==> src/rtl/mem_wb_stage.sv <==
// -----------------------------------------------------------------------------
// mem_wb_stage
//
// Memory-access (M) and write-back (W) pipeline stages of a scalar integer
// pipeline. The M register captures the instruction leaving execute, issues
// at most one data-memory request per instruction, and provides forwarding
// and load-use hazard information. The W register captures M on every edge
// and drives the register-file write port. It selects load data from the
// synchronous, 1-cycle-latency data memory or selects the ALU result.
//
// Ports
//   CLK, RSTN        clock (rising edge) / asynchronous active-low reset
//   STALL            freeze the M register (hazard unit)
//   EX_VALID         execute stage holds a live instruction
//   EX_ALURES        ALU result / effective byte address
//   EX_STDATA        store data
//   EX_MEMOP         00 none, 01 load, 10 store, 11 reserved (acts as none)
//   EX_RD, EX_WEN    destination register / register-write request
//   DREQ, DRW        data-memory request / direction (1 write, 0 read)
//   DADDR, DWDATA    word address / write data
//   DRDATA           read data, valid the cycle after a read request
//   RF_WEN, RF_WA, RF_DI           register-file write port
//   FWD_M_EN, FWD_M_RD, FWD_M_DATA M-stage forwarding source
//   LOAD_IN_M, M_RD                load-use hazard information
// -----------------------------------------------------------------------------
module mem_wb_stage (
  input  logic        CLK,
  input  logic        RSTN,
  input  logic        STALL,
  input  logic        EX_VALID,
  input  logic [31:0] EX_ALURES,
  input  logic [31:0] EX_STDATA,
  input  logic [1:0]  EX_MEMOP,
  input  logic [4:0]  EX_RD,
  input  logic        EX_WEN,
  output logic        DREQ,
  output logic        DRW,
  output logic [29:0] DADDR,
  output logic [31:0] DWDATA,
  input  logic [31:0] DRDATA,
  output logic        RF_WEN,
  output logic [4:0]  RF_WA,
  output logic [31:0] RF_DI,
  output logic        FWD_M_EN,
  output logic [4:0]  FWD_M_RD,
  output logic [31:0] FWD_M_DATA,
  output logic        LOAD_IN_M,
  output logic [4:0]  M_RD
);

  typedef enum logic [1:0] {
    MEMOP_NONE  = 2'b00,
    MEMOP_LOAD  = 2'b01,
    MEMOP_STORE = 2'b10,
    MEMOP_RSVD  = 2'b11
  } memop_e;

  // ---------------------------------------------------------------------------
  // M register
  // ---------------------------------------------------------------------------
  logic        m_valid;
  memop_e      m_memop;
  logic [31:0] m_alures;
  logic [31:0] m_stdata;
  logic [4:0]  m_rd;
  logic        m_wen;
  // fresh marks an entry that has not yet been handed to W. A stalled entry
  // loses fresh after its first edge, so it issues memory and reaches W once.
  logic        m_fresh;

  always_ff @(posedge CLK or negedge RSTN) begin
    if (!RSTN) begin
      m_valid  <= 1'b0;
      m_memop  <= MEMOP_NONE;
      m_alures <= '0;
      m_stdata <= '0;
      m_rd     <= '0;
      m_wen    <= 1'b0;
      m_fresh  <= 1'b0;
    end else if (!STALL) begin
      m_valid  <= EX_VALID;
      m_memop  <= memop_e'(EX_MEMOP);
      m_alures <= EX_ALURES;
      m_stdata <= EX_STDATA;
      m_rd     <= EX_RD;
      m_wen    <= EX_WEN;
      m_fresh  <= 1'b1;
    end else begin
      m_fresh  <= 1'b0;
    end
  end

  logic m_is_load;
  logic m_is_store;
  logic m_live;

  always_comb begin
    m_is_load  = (m_memop == MEMOP_LOAD);
    m_is_store = (m_memop == MEMOP_STORE);
    m_live     = m_valid & m_fresh;
  end

  // ---------------------------------------------------------------------------
  // Data-memory interface
  // ---------------------------------------------------------------------------
  always_comb begin
    DREQ   = m_live & (m_is_load | m_is_store);
    DRW    = m_is_store;
    DADDR  = m_alures[31:2];
    DWDATA = m_stdata;
  end

  // ---------------------------------------------------------------------------
  // Forwarding and hazard information
  // ---------------------------------------------------------------------------
  always_comb begin
    FWD_M_EN   = m_valid & m_wen & ~(m_is_load | m_is_store);
    FWD_M_RD   = m_rd;
    FWD_M_DATA = m_alures;
    LOAD_IN_M  = m_live & m_is_load;
    M_RD       = m_rd;
  end

  // ---------------------------------------------------------------------------
  // W register: captures M on every edge regardless of STALL
  // ---------------------------------------------------------------------------
  logic        w_valid;
  logic        w_isload;
  logic        w_isstore;
  logic [31:0] w_alures;
  logic [4:0]  w_rd;
  logic        w_wen;

  always_ff @(posedge CLK or negedge RSTN) begin
    if (!RSTN) begin
      w_valid   <= 1'b0;
      w_isload  <= 1'b0;
      w_isstore <= 1'b0;
      w_alures  <= '0;
      w_rd      <= '0;
      w_wen     <= 1'b0;
    end else begin
      w_valid   <= m_live;
      w_isload  <= m_is_load;
      w_isstore <= m_is_store;
      w_alures  <= m_alures;
      w_rd      <= m_rd;
      w_wen     <= m_wen;
    end
  end

  // ---------------------------------------------------------------------------
  // Register-file write port; load data arrives from memory during W
  // ---------------------------------------------------------------------------
  always_comb begin
    RF_WEN = w_valid & w_wen & ~w_isstore;
    RF_WA  = w_rd;
    RF_DI  = w_isload ? DRDATA : w_alures;
  end

endmodule

==> config.mk <==
export PLATFORM = sky130hd
export DESIGN_NAME = mem_wb_stage
export DESIGN_NICKNAME = d
export VERILOG_FILES = /design/src/rtl/mem_wb_stage.sv
export SDC_FILE = /design/constraint.sdc
export NUM_CORES = 1
export LEC_CHECK = 0
export BUFFER_PORTS_ARGS = -buffer_cell sky130_fd_sc_hd__buf_2
export CORE_ASPECT_RATIO = 0.8
export CORE_MARGIN = 2
export CORE_UTILIZATION = 40
export DETAILED_ROUTE_END_ITERATION = 6
export GPL_ROUTABILITY_DRIVEN = 0
export GPL_TIMING_DRIVEN = 0
export MAX_ROUTING_LAYER = met4
export PLACE_DENSITY_LB_ADDON = 0.25
export SLEW_MARGIN = 25
export SYNTH_ARGS = -nofsm -noshare
export SYNTH_HDL_FRONTEND = slang
export SYNTH_SLANG_ARGS = --single-unit
export TNS_END_PERCENT = 5
==> constraint.sdc <==
create_clock -name CLK -period 1.7 [get_ports CLK]
set_clock_uncertainty 0.1 [all_clocks]
set_input_delay 0.17 -clock CLK [delete_from_list [all_inputs] [get_ports CLK]]
set_output_delay 0.17 -clock CLK [all_outputs]
set_load 0.005 [all_outputs]
==> results of run 1 <==
flip-flops by register name (all words and copies together), names as in the netlist:
register / cells
DWDATA: 32
FWD_M_DATA: 32
w_alures: 32
FWD_M_RD: 5
RF_WA: 5
m_memop: 2
m_fresh: 1
m_valid: 1
m_wen: 1
w_isload: 1
w_isstore: 1
w_valid: 1
w_wen: 1
area by class of cell:
| type | instances | area, µm² | share of cell area (%) |
|---|---|---|---|
| clock inverter | 13 | 113 | 1.45 |
| multi-input combinational | 112 | 1550 | 20.0 |
| sequential | 115 | 2880 | 37.0 |
| buffer | 47 | 418 | 5.37 |
| timing repair buffer | 328 | 2170 | 28.0 |
| inverter | 3 | 11.3 | 0.145 |
| tap | 148 | 185 | 2.38 |
| clock buffer | 19 | 443 | 5.70 |
repair_timing:
| action | CTS | global route |
|---|---|---|
| setup endpoints to repair | 32 | 32 |
| hold buffers | 74 | 0 |
| pin swaps | 1 | 1 |
| setup buffers | 0 | 1 |
| endpoints found under the hold margin | 130 | 0 |
| gates resized for setup | 11 | 40 |
layer usage:
metal | global-route usage (%) | wire length (µm) | up-vias
li1 | - | - | 1614
met1 | 23.2 | 5120 | 1697
met2 | 32.7 | 6310 | 171
met3 | 6.55 | 918 | 18
met4 | 8.72 | 251 | 0
met5 | - | 0 | -
power groups by stage:
stage | registers, mW | clock network (mW) | logic, mW
floorplan | 3.21 | 0 | 0.633
global placement | 3.21 | 0 | 1.24
detailed placement | 3.23 | 0 | 1.27
CTS | 3.19 | 3.34 | 1.45
global route | 3.23 | 3.48 | 1.71
finish | 3.19 | 3.27 | 1.59
logic make-up (layout without fill, tap and decap cells):
group | Yosys count | in the layout
flip-flops | 115 | 115
multiplexers | 105 | 105
buffers and inverters | 50 | 410
AND/OR/NAND/NOR | 5 | 5
adder cells (fa/ha/maj) | 2 | 2
cells in the final DEF, fill, tap and decap left out:
master	Yosys	routed
clkbuf_8	0	1
and3_1	2	2
mux2_4	59	79
buf_2	2	231
ha_4	0	1
buf_4	35	36
clkbuf_1	0	1
and2_1	1	1
buf_12	0	3
buf_6	10	30
dlygate4sd3_1	0	74
inv_1	3	2
mux2_2	36	24
clkinv_2	0	4
clkinv_4	0	2
dfrtp_1	115	115
buf_16	0	1
bufinv_16	0	1
ha_1	2	1
and3b_1	2	2
inv_2	0	1
mux2_1	10	2
clkbuf_16	0	17
clkinvlp_4	0	6
how the worst min path moves through the flow:
stage	start	to	slack (ns)	cells past startpoint
2_1_floorplan	RSTN	DWDATA[0]	-0.23	0
3_3_place_gp	m_wen	w_wen	0.28	0
3_5_place_dp	RSTN	DWDATA[15]	0.07	1
4_1_cts	STALL	FWD_M_DATA[31]	0.02	2
5_1_grt	STALL	DWDATA[31]	0.03	2
6_report	STALL	DWDATA[31]	0.04	2
==> run metrics, run 1 <==
Combinational Power Share around a fifth; Longest Clk Path Bufs 2; XOR/XNOR share of the synthesized area 0%; Routed Antenna Nets 0; setup_tns -1.20 ns; Switching Fraction between 20% and 30%; Synth Area in Simple Gates less than 1%; CP max-delay cell dfrtp_1; failing checks negative setup slack; hold crit path type input port to register; Peak VDD IR 0.000685 V; minimum clock period around 1.8 ns; Crit path arrival time 1.48 ns; Layout Utilization 67.5%; DRC 0; status finished, violations left; Crit path largest cell delay approximately 0.37 ns; post-synth net total 387; Setup WS post-layout -0.0510 ns; Int Pwr around 6.1 mW; GR Util All Layers between 20% and 30%; first-pass GRT wire length about 19,000 µm; first-pass iteration count of the detailed router 4; Clk pwr share 40.6%; CP top delay family buffers and inverters; leakage approximately 4 nW; clk slew on worst S/H paths ~0.05 ns; f_max between 500 and 600 MHz; Yosys cell types 12; final setup vio count 31; Worst-Margin Slew between 0.5 and 0.6 ns; synth warn 0; Post-synth EDFFs 0; Synth Area in Compound Gates 0%; depth of the worst register-to-register path 1; share of Yosys cell area claimed by the top area cell type between 60% and 70%; Vias/cell between 4 and 5; diode count 0; 1st-iter DRT viols 70; final net count 734; top post-synthesis cells by area dfrtp_1 (61%), mux2_4 (19%), mux2_2 (8.6%); Avg Cell Area, Syn 17.1 µm²; dominant cell type by area after synthesis dfrtp_1; Remaining Overflow, GRT 0; initial antenna violation count 0; Sequential Power Share 39.6%; final wirelength roughly 13,000 µm; max-cap viol count 0; Starting Density between 40% and 50%; dpl ws ~0.28 ns; FF+latch count, synth around 120; register-to-register setup slack 0.77 ns; DP Wirelength 8030 µm; post-route cell area approximately 8000 µm²; critical path type register to output port; multiplexer share of the synthesized area 29.6%; CTS sink cnt around 120; dominant synthesized flop cell dfrtp_1; Synth Area in Adders less than 1%; Cell Area, Placed between 6000 and 7000 µm²; DIE WIDTH roughly 130 µm; crit share post-route 103%; Worst setup startpoint w_isload; Critical Path RT about 1.4 ns; Port Buf Inserts around 250; final cell count without fillers slightly below 800; Synth async-reset ratio 100%; crit path to RF_DI[19]; total chip power about 8.1 mW; r2r endpoint FWD_M_DATA[17]; Hold WS 0.0412 ns; Skew-Pair Late Insertion Delay 0.40 ns; number of max-slew violations in the final report 0; share of layout cells above drive strength 1 between 60% and 70%; CTS tree yes; Worst Setup Start Kind register; CP dominant cell by count buf_6; CP Depth 4; die area 12,700 µm²; largest net degree at the start of global routing approximately 60; PD cells around 1000 nW/µm²; Worst R2R Start FWD_M_DATA[17]; CP cell instances buf_6 > buf_12 > mux2_4 > buf_6; post-synthesis sequential area ratio about three fifths; placed insts 678; Cell Area, Synth 4740 µm²; Synth top cells by count dfrtp_1 (115), mux2_4 (59), mux2_2 (36); most frequent cell after synthesis dfrtp_1; CP endpoint kind output port; I/O pin total roughly 250; RSZ-0062 raised after global routing true; final hold violations 0; CORE AREA between 10,000 and 15,000 µm²; die height ~100 µm; Root Driver clkbuf_16; TritonCTS Buffers 17; Post-Syn Instances 277; largest family of logic cells by synthesized area multiplexers; Wirelength per Cell approximately 16 µm; Max FO, Critical Path 10; Vias 3,500; vias in the first global route approximately 3,700; Psw 1.95 mW; Buf/Inv on CP 3; Rows 35; slew margin rel. between 60% and 70%; Area growth syn-to-layout 64.0%; fill cell count 800; H-tree levels 4
Note: power is estimated with default switching activity, not from simulation.
==> run 2, diff against run 1 <==
Clock period 1.7 ns to 1.8 ns, I/O delays scaled along.
==> run 2 against run 1 <==
Effect of this change:
- the run now ends clean
- die area is the same
- count of clock-buffer cells in the layout is the same
- sequential power shrank 5%
- cell area shrank 1.1%
- critical path depth is the same
==> run metrics, run 2 (synthesis gave the netlist of run 1 again) <==
crit share post-route 97.9%; Worst-Margin Slew 0.543 ns (+0.000172 ns); final net count 734 (unchanged); hold crit path type input port to register; CP cell instances buf_6 > buf_12 > mux2_4 > buf_6; 1st-iter DRT viols 75 (+7.1%); Vias 3,507 (+0.20%); Crit path arrival time 1.48 ns (about the same); CTS sink cnt 115 (unchanged); commonest non-fill, non-tap cell in the layout buf_2; final wirelength 12,500 µm (-0.64%); final hold violations 0 (unchanged); Remaining Overflow, GRT 0 (unchanged); clk slew on worst S/H paths 0.05 ns (about the same); placed insts 678 (unchanged); CP top delay family buffers and inverters; Routed Antenna Nets 0 (unchanged); Peak VDD IR 0.000647 V (-5.5%); max-cap viol count 0 (unchanged); vias in the first global route 3,660 (-0.68%); Switching Fraction 24.3% (+0.042 points); TritonCTS Buffers 17 (unchanged); status finished, final reports clean; initial antenna violation count 0 (unchanged); DRC 0 (unchanged); die height 101 µm (unchanged); Starting Density 41.2% (unchanged); GR Util All Layers 20.1% (-0.072 points); Crit path largest cell delay 0.37 ns (about the same); Longest Clk Path Bufs 2 (unchanged); CP dominant cell by count buf_6; I/O pin total 254 (unchanged); critical path type register to output port; Psw 1.83 mW (-6.1%); CP max-delay cell dfrtp_1; final cell count without fillers 785 (unchanged); slew margin rel. 63.8% (about the same); total chip power 7.55 mW (-6.3%); setup_tns 0 ns (+1.20 ns); share of layout cells above drive strength 1 68.4% (-0.16 points); RSZ-0062 raised after global routing true; Combinational Power Share 19.1% (-0.7 points); first-pass iteration count of the detailed router 4 (unchanged); f_max between 500 and 600 MHz; final setup vio count 0 (-100%); Root Driver clkbuf_16; Buf/Inv on CP 3 (unchanged); Worst Setup Start Kind register; Int Pwr 5.72 mW (-6.3%); die area 12,700 µm² (unchanged); first-pass GRT wire length 18,900 µm (-0.36%); CTS tree yes; leakage 3.98 nW (-0.88%); Area growth syn-to-layout 62.2%; Skew-Pair Late Insertion Delay 0.40 ns (about the same); Clk pwr share 40.9% (+0.3 points); Max FO, Critical Path 10 (unchanged); commonest cells after routing, fill and taps aside buf_2 (243), dfrtp_1 (115), mux2_4 (76); largest net degree at the start of global routing 59 (unchanged); Critical Path RT 1.52 ns (+0.09 ns); PD cells 982 nW/µm² (-5.2%); Port Buf Inserts 252 (unchanged); diode count 0 (unchanged); number of max-slew violations in the final report 0 (unchanged); H-tree levels 4 (unchanged); DIE WIDTH 126 µm (unchanged); Rows 35 (unchanged); CP endpoint kind output port; minimum clock period approximately 1.8 ns; DP Wirelength 8030 µm (unchanged); CORE AREA 11,500 µm² (unchanged); Vias/cell 4.47 (+0.20%); Sequential Power Share 40.0% (+0.4 points); Wirelength per Cell 16.0 µm (-0.64%)
-- run 2: cell counts in the layout (fill, tap and decap cells not counted) --
No cell type changed its count.
-- run 2: metal layers --
layer	up-vias	GRT usage, %	wire, µm
met5	-	-	0
met4	0	8.72	259
met3	18	6.55	939
met2	176	32.5	6250
met1	1695	23.2	5080
li1	1618	-	-
-- run 2: power groups by stage --
stage / Sequential, mW / Clock, mW / Combinational, mW
finish: 3.02 / 3.09 / 1.44
global route: 3.05 / 3.29 / 1.55
CTS: 3.01 / 3.15 / 1.35
detailed placement: 3.05 / 0 / 1.20
global placement: 3.04 / 0 / 1.17
floorplan: 3.03 / 0 / 0.598
-- run 2: timing repair --
| item | in CTS | in global routing |
|---|---|---|
| setup endpoints to repair | 30 | 31 |
| gates resized for setup | 7 | 28 |
| hold buffers | 74 | 0 |
| endpoints found under the hold margin | 130 | 0 |
| pin swaps | 0 | 1 |
| setup buffers | 0 | 1 |
-- run 2: final cells by class --
class | count | area, µm²
Sequential cell | 115 | 2880
Clock inverter | 13 | 113
Timing Repair Buffer | 328 | 2100
Buffer | 47 | 418
Clock buffer | 19 | 443
Multi-Input combinational cell | 112 | 1540
Inverter | 3 | 11.3
Tap cell | 148 | 185
Fill cell | 824 | 3830
-- run 2: final timing paths --
| kind | from | end | slack, ns | cells past startpoint |
|---|---|---|---|---|
| hold reg to reg | m_wen | w_wen | 0.29 | 0 |
| min in group asynchronous | RSTN | DWDATA[23] | 0.20 | 2 |
| setup reg to reg | FWD_M_RD[2] | FWD_M_RD[2] | 0.88 | 1 |
| hold / removal | STALL | DWDATA[31] | 0.05 | 2 |
| max in group asynchronous | RSTN | w_alures[19] | 0.72 | 3 |
| setup / recovery | w_isload | RF_DI[14] | 0.04 | 4 |
-- run 2: stage by stage --
| step | utilization, % | area [µm²] | hold slack, ns | worst slack (ns) |
|---|---|---|---|---|
| 2_1_floorplan | - | 4740 | -0.216 | 0.584 |
| 3_3_place_gp | 53.7 | 6190 | 0.279 | -0.876 |
| 3_5_place_dp | 54.0 | 6220 | 0.0805 | 0.373 |
| 4_1_cts | 65.5 | 7540 | 0.0348 | 0.000000555 |
| 5_1_grt | 66.8 | 7690 | 0.0447 | -0.0273 |
| 6_report | 66.8 | 7690 | 0.0521 | 0.0380 |
==> run 3, diff against run 2 <==
Clock period 1.8 ns to 1.5 ns, I/O delays scaled along.
==> run 3 against run 2 <==
Effect of this change:
- the flow now finishes with violations (negative setup slack)
- largest cell class unchanged
- global-route usage up 0.072 points
- non-clock buffer count stayed put
- core utilization increased by 0.83 points
- via count fell by 0.26%
- worst hold slack got worse by 0.031 ns
- critical path depth unchanged
- total power is 21% higher
- first-iteration DRC count fell by 8.0%
- sequential share of layout area down 0.46 points
- final cell count is the same
==> run metrics, run 3 (synthesis gave the netlist of run 1 again) <==
1st-iter DRT viols 69 (-8.0%); Worst R2R Start FWD_M_DATA[17]; Root Driver clkbuf_16; Skew-Pair Late Insertion Delay 0.40 ns (about the same); commonest non-fill, non-tap cell in the layout buf_2; Worst-Margin Slew 0.543 ns (-0.000164 ns); CORE AREA 11,500 µm² (unchanged); Critical Path RT 1.25 ns (-0.27 ns); setup_tns -7.19 ns (-7.19 ns); Port Buf Inserts 252 (unchanged); Area growth syn-to-layout 64.2%; vias in the first global route 3,685 (+0.68%); I/O pin total 254 (unchanged); Remaining Overflow, GRT 0 (unchanged); H-tree levels 4 (unchanged); r2r endpoint FWD_M_DATA[17]; register-to-register setup slack 0.57 ns (-0.31 ns); hold crit path type input port to register; commonest cells after routing, fill and taps aside buf_2 (230), dfrtp_1 (115), mux2_4 (79); final cell count without fillers 785 (unchanged); failing checks negative setup slack; WHS Path Cells 2 (unchanged); final hold violations 0 (unchanged); first-pass iteration count of the detailed router 4 (unchanged); initial antenna violation count 0 (unchanged); DIE WIDTH 126 µm (unchanged); GR Util All Layers 20.1% (+0.072 points); Routed Antenna Nets 0 (unchanged); Buf/Inv on CP 3 (unchanged); Max FO, Critical Path 10 (unchanged); final setup vio count 35 (+35); RSZ-0062 raised after global routing true; TritonCTS Buffers 17 (unchanged); DRC 0 (unchanged); Crit path arrival time 1.48 ns (about the same); max-cap viol count 0 (unchanged); die height 101 µm (unchanged); die area 12,700 µm² (unchanged); Vias/cell 4.46 (-0.26%); final wirelength 12,600 µm (+0.68%); Starting Density 41.2% (unchanged); Hold Path End DWDATA[31]; CTS tree yes; Vias 3,498 (-0.26%); Peak VDD IR 0.000776 V (+20%); PD cells 1170 nW/µm² (+20%); Crit path largest cell delay 0.37 ns (about the same); Setup WS post-layout -0.231 ns (-0.269 ns); CP max-delay cell dfrtp_1; minimum clock period ~1.7 ns; largest net degree at the start of global routing 59 (unchanged); CTS sink cnt 115 (unchanged); share of layout cells above drive strength 1 68.8% (+0.31 points); Rows 35 (unchanged); crit share post-route 115%; dpl ws 0.103 ns (-0.270 ns); leakage 4.02 nW (+0.90%); placed insts 678 (unchanged); CP top delay family buffers and inverters; status finished, violations left; Worst Setup Start Kind register; CP endpoint kind output port; Wirelength per Cell 16.1 µm (+0.68%); total chip power 9.14 mW (+21%); first-pass GRT wire length 19,000 µm (+0.37%); Longest Clk Path Bufs 2 (unchanged); clk slew on worst S/H paths 0.05 ns (about the same); DP Wirelength 8030 µm (unchanged); depth of the worst register-to-register path 1 (unchanged); final net count 734 (unchanged); number of max-slew violations in the final report 0 (unchanged); Hold Startpoint STALL; CP cell instances buf_6 > buf_12 > mux2_4 > buf_6; f_max around 580 MHz; diode count 0 (unchanged); critical path type register to output port; slew margin rel. 63.8% (about the same); CP dominant cell by count buf_6
run 3: changes by cell type in the layout (fill, tap and decap cells not counted):
| cell | before | now |
|---|---|---|
| mux2_2 | 27 | 24 |
| ha_2 | 0 | 1 |
| buf_6 | 18 | 31 |
| buf_2 | 243 | 230 |
| inv_2 | 0 | 1 |
| inv_1 | 3 | 2 |
| mux2_4 | 76 | 79 |
| ha_1 | 1 | 0 |
run 3: how the worst max path moves through the flow:
| stage | from | end | slack [ns] | depth (start not counted) |
|---|---|---|---|---|
| global route | w_isload | RF_DI[1] | -0.30 | 4 |
| CTS | w_isload | RF_DI[4] | -0.27 | 4 |
| global placement | RSTN | w_alures[22] | -1.15 | 1 |
| finish | w_isload | RF_DI[19] | -0.23 | 4 |
| detailed placement | w_isload | RF_DI[17] | 0.10 | 4 |
| floorplan | w_isload | RF_DI[13] | 0.31 | 3 |
run 3: through the flow:
step / hold WS [ns] / util, % / area (µm²)
CTS: 0.00483 / 65.8 / 7570
floorplan: -0.246 / - / 4740
finish: 0.0209 / 67.6 / 7780
global placement: 0.279 / 53.7 / 6190
global route: 0.0147 / 67.6 / 7780
detailed placement: 0.0505 / 54.0 / 6220
run 3: area by class of cell:
| class | instances | area (µm²) |
|---|---|---|
| timing repair buffer | 328 | 2180 |
| sequential | 115 | 2880 |
| clock inverter | 13 | 113 |
| buffer | 47 | 418 |
| fill | 798 | 3730 |
| inverter | 3 | 11.3 |
| tap | 148 | 185 |
| clock buffer | 19 | 443 |
| multi-input combinational | 112 | 1560 |
run 3: what timing repair did:
action,in CTS,in global routing
pin swaps,2,1
setup buffers,0,1
hold buffers,74,0
gates resized for setup,13,40
endpoints found under the hold margin,130,0
endpoints found under the setup margin,35,35
run 3: report_power, final:
group | leakage [nW] | switching [mW] | internal [mW]
clock | 0.257 | 1.40 | 2.31
combinational | 2.41 | 0.611 | 1.20
sequential | 1.35 | 0.205 | 3.42
total | 4.02 | 2.22 | 6.92
run 3: metal layers:
| metal | part of all wire (%) | track usage [%] | wire (µm) | up-vias |
|---|---|---|---|---|
| li1 | - | - | - | 1614 |
| met1 | 41 | 23.2 | 5120 | 1696 |
| met2 | 50 | 32.7 | 6310 | 170 |
| met3 | 7.3 | 6.55 | 918 | 18 |
| met4 | 2.0 | 8.72 | 251 | 0 |
| met5 | 0 | - | 0 | - |
